[src/rtl/serial_pkg.sv]
// Line levels and state encoding shared by the serial transmitter and its matching receiver.
package serial_pkg;

  typedef enum logic [2:0] {
    IDLE   = 3'd0,
    START  = 3'd1,
    DATA   = 3'd2,
    PARITY = 3'd3,
    STOP   = 3'd4
  } serial_state_e;

  localparam logic LINE_IDLE   = 1'b1;
  localparam logic START_LEVEL = 1'b0;

endpackage

[src/rtl/serial_tx_if.sv]
// Valid/ready word handshake between a producer (master) and the serial transmitter (slave).
interface serial_tx_if #(
  parameter int WIDTH = 8
);
  logic [WIDTH-1:0] data_in;
  logic             valid_in;
  logic             ready_out;

  modport master (output data_in, output valid_in, input ready_out);
  modport slave  (input data_in, input valid_in, output ready_out);
endinterface

[src/rtl/bit_timer.sv]
// Bit period timer: pulses bit_done on the last cycle of every CLKS_PER_BIT-cycle line bit.
module bit_timer #(
  parameter int CLKS_PER_BIT = 4
) (
  input  logic clk,
  input  logic reset,
  input  logic clear,
  output logic bit_done
);
  localparam int CW = (CLKS_PER_BIT > 1) ? $clog2(CLKS_PER_BIT) : 1;

  logic [CW-1:0] cnt_q;

  // With CLKS_PER_BIT=1 the terminal count is 0, so the counter never leaves 0.
  assign bit_done = !clear && (cnt_q == CW'(CLKS_PER_BIT - 1));

  always_ff @(posedge clk or negedge reset) begin
    if (!reset) begin
      cnt_q <= '0;
    end else if (clear || bit_done) begin
      cnt_q <= '0;
    end else begin
      cnt_q <= cnt_q + 1'b1;
    end
  end
endmodule

[src/rtl/serial_tx.sv]
// Serial line transmitter: start bit, LSB-first data, optional even parity, stop bit; idle-high.
module serial_tx
  import serial_pkg::*;
#(
  parameter int WIDTH        = 8,
  parameter int CLKS_PER_BIT = 4,
  parameter int PARITY_EN    = 0
) (
  input  logic        clk,
  input  logic        reset,
  serial_tx_if.slave  s_if,
  output logic        tx_out,
  output logic        busy
);
  localparam int BW = $clog2(WIDTH + 1);

  serial_state_e    state_q;
  logic [WIDTH-1:0] shift_q;
  logic [WIDTH-1:0] shift_d;
  logic             parity_q;
  logic [BW-1:0]    bit_idx_q;
  logic             tx_q;
  logic             busy_q;
  logic             ready_q;
  logic             bit_done;

  assign shift_d        = shift_q >> 1;
  assign tx_out         = tx_q;
  assign busy           = busy_q;
  assign s_if.ready_out = ready_q;

  // Timer held cleared while idle so every frame starts on a fresh bit period.
  bit_timer #(
    .CLKS_PER_BIT(CLKS_PER_BIT)
  ) u_bit_timer (
    .clk     (clk),
    .reset   (reset),
    .clear   (state_q == IDLE),
    .bit_done(bit_done)
  );

  always_ff @(posedge clk or negedge reset) begin
    if (!reset) begin
      state_q   <= IDLE;
      shift_q   <= '0;
      parity_q  <= 1'b0;
      bit_idx_q <= '0;
      tx_q      <= LINE_IDLE;
      busy_q    <= 1'b0;
      ready_q   <= 1'b1;
    end else begin
      unique case (state_q)
        IDLE: begin
          if (s_if.valid_in) begin
            state_q  <= START;
            shift_q  <= s_if.data_in;
            parity_q <= ^s_if.data_in;
            tx_q     <= START_LEVEL;
            busy_q   <= 1'b1;
            ready_q  <= 1'b0;
          end
        end
        START: begin
          if (bit_done) begin
            state_q   <= DATA;
            bit_idx_q <= '0;
            tx_q      <= shift_q[0];
          end
        end
        DATA: begin
          if (bit_done) begin
            shift_q <= shift_d;
            if (bit_idx_q == BW'(WIDTH - 1)) begin
              if (PARITY_EN != 0) begin
                state_q <= PARITY;
                tx_q    <= parity_q;
              end else begin
                state_q <= STOP;
                tx_q    <= LINE_IDLE;
              end
            end else begin
              bit_idx_q <= bit_idx_q + 1'b1;
              tx_q      <= shift_d[0];
            end
          end
        end
        PARITY: begin
          if (bit_done) begin
            state_q <= STOP;
            tx_q    <= LINE_IDLE;
          end
        end
        STOP: begin
          if (bit_done) begin
            state_q <= IDLE;
            busy_q  <= 1'b0;
            ready_q <= 1'b1;
          end
        end
        default: begin
          state_q <= IDLE;
          tx_q    <= LINE_IDLE;
          busy_q  <= 1'b0;
          ready_q <= 1'b1;
        end
      endcase
    end
  end
endmodule

[src/flat_wrapper.sv]
// flat-port wrapper written by rule: the top's interface ports become plain ports
module serial_tx_flat import serial_pkg::*;
#(
  parameter int WIDTH        = 8,
  parameter int CLKS_PER_BIT = 4,
  parameter int PARITY_EN    = 0
)
  (clk, reset, tx_out, busy, s_if_data_in, s_if_valid_in, s_if_ready_out);
  serial_tx_if #(.WIDTH(WIDTH)) s_if_i ();
  input  logic clk;
  input  logic reset;
  output logic tx_out;
  output logic busy;
  input wire logic [$bits(s_if_i.data_in)-1:0] s_if_data_in;
  input wire logic [$bits(s_if_i.valid_in)-1:0] s_if_valid_in;
  output wire logic [$bits(s_if_i.ready_out)-1:0] s_if_ready_out;
  assign s_if_i.data_in = s_if_data_in;
  assign s_if_i.valid_in = s_if_valid_in;
  assign s_if_ready_out = s_if_i.ready_out;
  serial_tx #(.WIDTH(WIDTH), .CLKS_PER_BIT(CLKS_PER_BIT), .PARITY_EN(PARITY_EN)) u_core (.clk(clk), .reset(reset), .s_if(s_if_i), .tx_out(tx_out), .busy(busy));
endmodule
[config.mk]
export PLATFORM = sky130hd
export DESIGN_NAME = serial_tx_flat
export DESIGN_NICKNAME = d
export VERILOG_FILES = /design/src/rtl/serial_pkg.sv /design/src/rtl/serial_tx_if.sv /design/src/rtl/bit_timer.sv /design/src/rtl/serial_tx.sv /design/src/flat_wrapper.sv
export SDC_FILE = /design/constraint.sdc
export NUM_CORES = 1
export LEC_CHECK = 0
export CAP_MARGIN = 0
export CORE_ASPECT_RATIO = 0.8
export CORE_MARGIN = 4
export CORE_UTILIZATION = 48
export DETAILED_ROUTE_END_ITERATION = 6
export PLACE_DENSITY = 0.74
export SLEW_MARGIN = 10
export SYNTH_ARGS = -nofsm -noshare
export SYNTH_HDL_FRONTEND = slang
export SYNTH_SLANG_ARGS = --single-unit
[constraint.sdc]
create_clock -name clk -period 1.65 [get_ports clk]
set_input_delay 0.2475 -clock clk [delete_from_list [all_inputs] [get_ports clk]]
set_output_delay 0.2475 -clock clk [all_outputs]
set_load 0.1 [all_outputs]
==> results by stage <==
Status:
- The run finished with clean final reports.

Critical path:
- In this run the number of cells on the critical path is 4.
- The worst reg2reg path depth is 4.
- Traced cell by cell, the critical path runs through buf_4 > or2_2 > o21ai_0 > mux2_2.
- At the worst endpoint, the required time is 1.88 ns.
- The buffer and inverter count on the worst path is 1.
- The kind of end point of the critical path is a flip-flop.
- The worst setup path is launched from a flip-flop.
- On the worst path, the slowest cell contributes a delay of 0.44 ns.
- The largest individual stage delay along the critical path comes from the cell sky130_fd_sc_hd__dfrtp_1.
- STA puts the critical path data arrival time at 1.83 ns.
- The most critical setup path has its startpoint at u_core.state_q[0].
- The startpoint of the most critical register-to-register path is u_core.state_q[0].
- The critical path is of the flip-flop to flip-flop type.
- Broken down by cell family, the worst path's largest delay share belongs to flip-flops.
- The maximum fanout along the worst path is 4.

Placement:
- The placed standard-cell area is 1320 um2.
- The total placed cells including tap cells is 136.
- The number of buffers inserted by port buffering is 13.
- The placed wire-length estimate after detailed placement is 1.64 mm.
- The final weighted congestion of routability-driven global placement is a little over 0.8.

STA:
- The smallest clock period supported by the final layout is computed as approximately 1.6 ns.
- The number of pins exceeding their max-slew limit in the final report came to 0.
- The portion of the clock cycle consumed by the worst path in the final layout is 96.8%.
- The number of hold violations in the final report was 0.
- The worst slew slack as a fraction of its limit is 75.0%.
- The transition time at the pin with the least slew margin is 0.374 ns.
- The maximum achievable frequency is roughly 630 MHz.
- The number of setup violations in the final report is 0.
- Setup repair after global routing left no endpoint under its margin.
- The minimum hold slack is 0.219 ns.
- On the final layout, the worst clock skew is between 0.004 and 0.005 ns.

Clocking:
- CTS built an H-tree with a depth of 1.
- Clock tree synthesis selected as its root buffer the cell sky130_fd_sc_hd__clkbuf_4.
- TritonCTS built the clock tree.
- The TritonCTS buffer count is 3.
- The clock reaches the later pin of the worst-skew pair after 0.29 ns.
- The clock-pin transition on the worst setup and hold timing paths is 0.11 ns.
- The post-CTS setup buffer count is 0.
- Counting every sink on the clock net gives 20.
- Counting along the longest clock path gives a buffer depth of 2.

Floorplanning:
- The floorplan has 15 rows.
- The core region is 2160 um2.
- The initial utilization of the core area, before any placement, comes to between 50 and 60%.
- The height of the die is 50.5 um.
- During I/O placement, the number of pins put on the boundary was 14.
- The horizontal extent of the die is slightly above 60 um.
- The die covers 3090 um2.

Cells and area:
- Once layout is complete, the cells apart from fillers number 139.
- Leaving out fill and tap cells, the most frequent cells in the layout are sky130_fd_sc_hd__dfrtp_1, sky130_fd_sc_hd__mux2_2, sky130_fd_sc_hd__buf_4, sky130_fd_sc_hd__clkdlybuf4s50_1, sky130_fd_sc_hd__nand2_1.
- The repair_antennas step left the layout with diodes totalling 0.
- The proportion of layout cells with a drive suffix above 1 is 36.0%.
- The most common cell after layout, fill and taps aside is sky130_fd_sc_hd__dfrtp_1.
- At the end of the flow the core is filled with cells to between 60% and 70%.
- The design area is 1340 um2.
- The signed area change from the synthesized netlist to the final layout is 23.9%.
- In the final design database the tool counted 129 nets.

Power:
- For this design the static power due to leakage is roughly 0.57 nW.
- Power spread over the standard cell area amounts to 1930 nW/um2.
- The final total power is 2.60 mW.
- The worst-case IR drop observed on VDD is 1.50 mV.

Global route:
- The first global-routing pass estimated 3.81 mm of wire.
- The initial antenna violation count is 0.
- Entering global routing, the biggest net connects 17 pins.
- The total congestion overflow after global routing is 0.
- The number of global-route vias before repair is 823.
- For this run, the total global-route usage over all layers was measured as between 15 and 20%.

Detailed routing:
- The first detailed-routing pass took 4 iterations.
- The detailed-route via count is 794.
- The post-detailed-route via-to-cell ratio is around 5.7.
- The detailed router's first-iteration violation count is 27.
- Once detail routing completed, the nets flagged for antenna violations numbered 0.
- The routed design has ~2.1 mm of wire.
- The wire length per cell is about 15 um.
- The detailed-route DRC error count is 0.

Logic synthesis:
- The number of different library cells in the post-synthesis netlist is 35.
- The most used flip-flop cell after synthesis is sky130_fd_sc_hd__dfrtp_1.
- The number of nets in the synthesized netlist is 105.
- In this run, synthesis inferred 0 flip-flops with an integrated enable.
- The total number of yosys warnings is 0.
- In this run the mean area of a mapped cell was 11.8 um2.
- The summed instance area of the synthesized netlist is 1080 um2.
- The sequential share of the synthesized area is between 40% and 50%.
- In the synthesized netlist the async set-or-reset flop fraction comes to 100%.
- The number of flip-flops and latches in the synthesized netlist is 20.
- The cell count after synthesis is 92.

Job:
- The tool flagged a number of max-cap violations equal to 0.

Hold path:
- The tightest min-delay check is of the input port to asynchronous set/reset pin type.
-- per-layer routing --
| metal | global-route usage (%) | vias to the layer above | share of wire, % |
|---|---|---|---|
| met3 | 4.63 | 2 | 4.2 |
| met2 | 25.5 | 16 | 49 |
| met5 | 0 | - | 0 |
| met1 | 23.8 | 397 | 46 |
| li1 | - | 379 | - |
| met4 | 2.89 | 0 | 0.61 |
-- flip-flops by register name (all words and copies together), names as in the netlist --
| register | flops |
|---|---|
| u_core.tx_out | 1 |
| u_core.u_bit_timer.cnt_q | 2 |
| u_core.s_if.ready_out | 1 |
| u_core.shift_q | 8 |
| u_core.busy | 1 |
| u_core.state_q | 3 |
| u_core.bit_idx_q | 4 |
-- through the flow --
step,setup TNS (ns),setup WS (ns)
6_report,0,0.0524
5_1_grt,0,0.0183
4_1_cts,0,0.0522
3_5_place_dp,-0.326,-0.0554
3_3_place_gp,-0.220,-0.0320
2_1_floorplan,0,0.00463
-- cells by family after synthesis --
group | after synthesis | share of synthesized area [%]
AOI/OAI and AO/OA | 16 | 11.9
DFF | 20 | 46.4
buffers and inverters | 7 | 4.27
adders and majority gates | 2 | 2.31
muxes | 20 | 20.8
and+or+nand+nor | 27 | 14.4
-- power by group --
part	internal, mW	total [mW]	switching [mW]
clock network	0.0850	0.225	0.140
registers	0.738	0.939	0.201
logic	0.726	1.44	0.709
-- path summary, 6_finish.rpt --
kind / to / slack [ns]
max: u_core.tx_out / 0.05
min: u_core.state_q[0] / 0.22
max in group asynchronous: u_core.state_q[1] / 0.90
min reg2reg: u_core.u_bit_timer.cnt_q[0] / 0.46
max reg2reg: u_core.tx_out / 0.05
min in group clk: u_core.u_bit_timer.cnt_q[0] / 0.46
-- what timing repair did --
action,CTS,global route
hold buffers,0,0
endpoints found under the setup margin,0,7
resized for setup,0,1
-- layout make-up --
cell class / count / area, um2
timing repair buffer: 24 / 243
sequential: 20 / 504
clock buffer: 3 / 22.5
tap: 25 / 31.3
inverter: 2 / 7.51
multi-input combinational: 65 / 536
fill: 165 / 815
-- cells in the mapped netlist (2+ instances only) --
library cell | count | area share [%]
sky130_fd_sc_hd__a32o_1 | 2 | 1.8
sky130_fd_sc_hd__ha_1 | 2 | 2.3
sky130_fd_sc_hd__inv_1 | 2 | 0.69
sky130_fd_sc_hd__nand2b_1 | 3 | 1.7
sky130_fd_sc_hd__nand2_1 | 7 | 2.4
sky130_fd_sc_hd__nor2_1 | 4 | 1.4
sky130_fd_sc_hd__o21a_1 | 2 | 1.4
sky130_fd_sc_hd__a21oi_1 | 3 | 1.4
sky130_fd_sc_hd__dfrtp_1 | 18 | 42
sky130_fd_sc_hd__nor3b_1 | 2 | 1.4
sky130_fd_sc_hd__mux2_2 | 16 | 17
sky130_fd_sc_hd__nand3_1 | 3 | 1.4
sky130_fd_sc_hd__dfstp_2 | 2 | 4.8
sky130_fd_sc_hd__buf_6 | 2 | 2.1
sky130_fd_sc_hd__o22ai_1 | 2 | 1.2
sky130_fd_sc_hd__mux2i_1 | 3 | 2.8
Note: power is estimated with default switching activity, not from simulation.
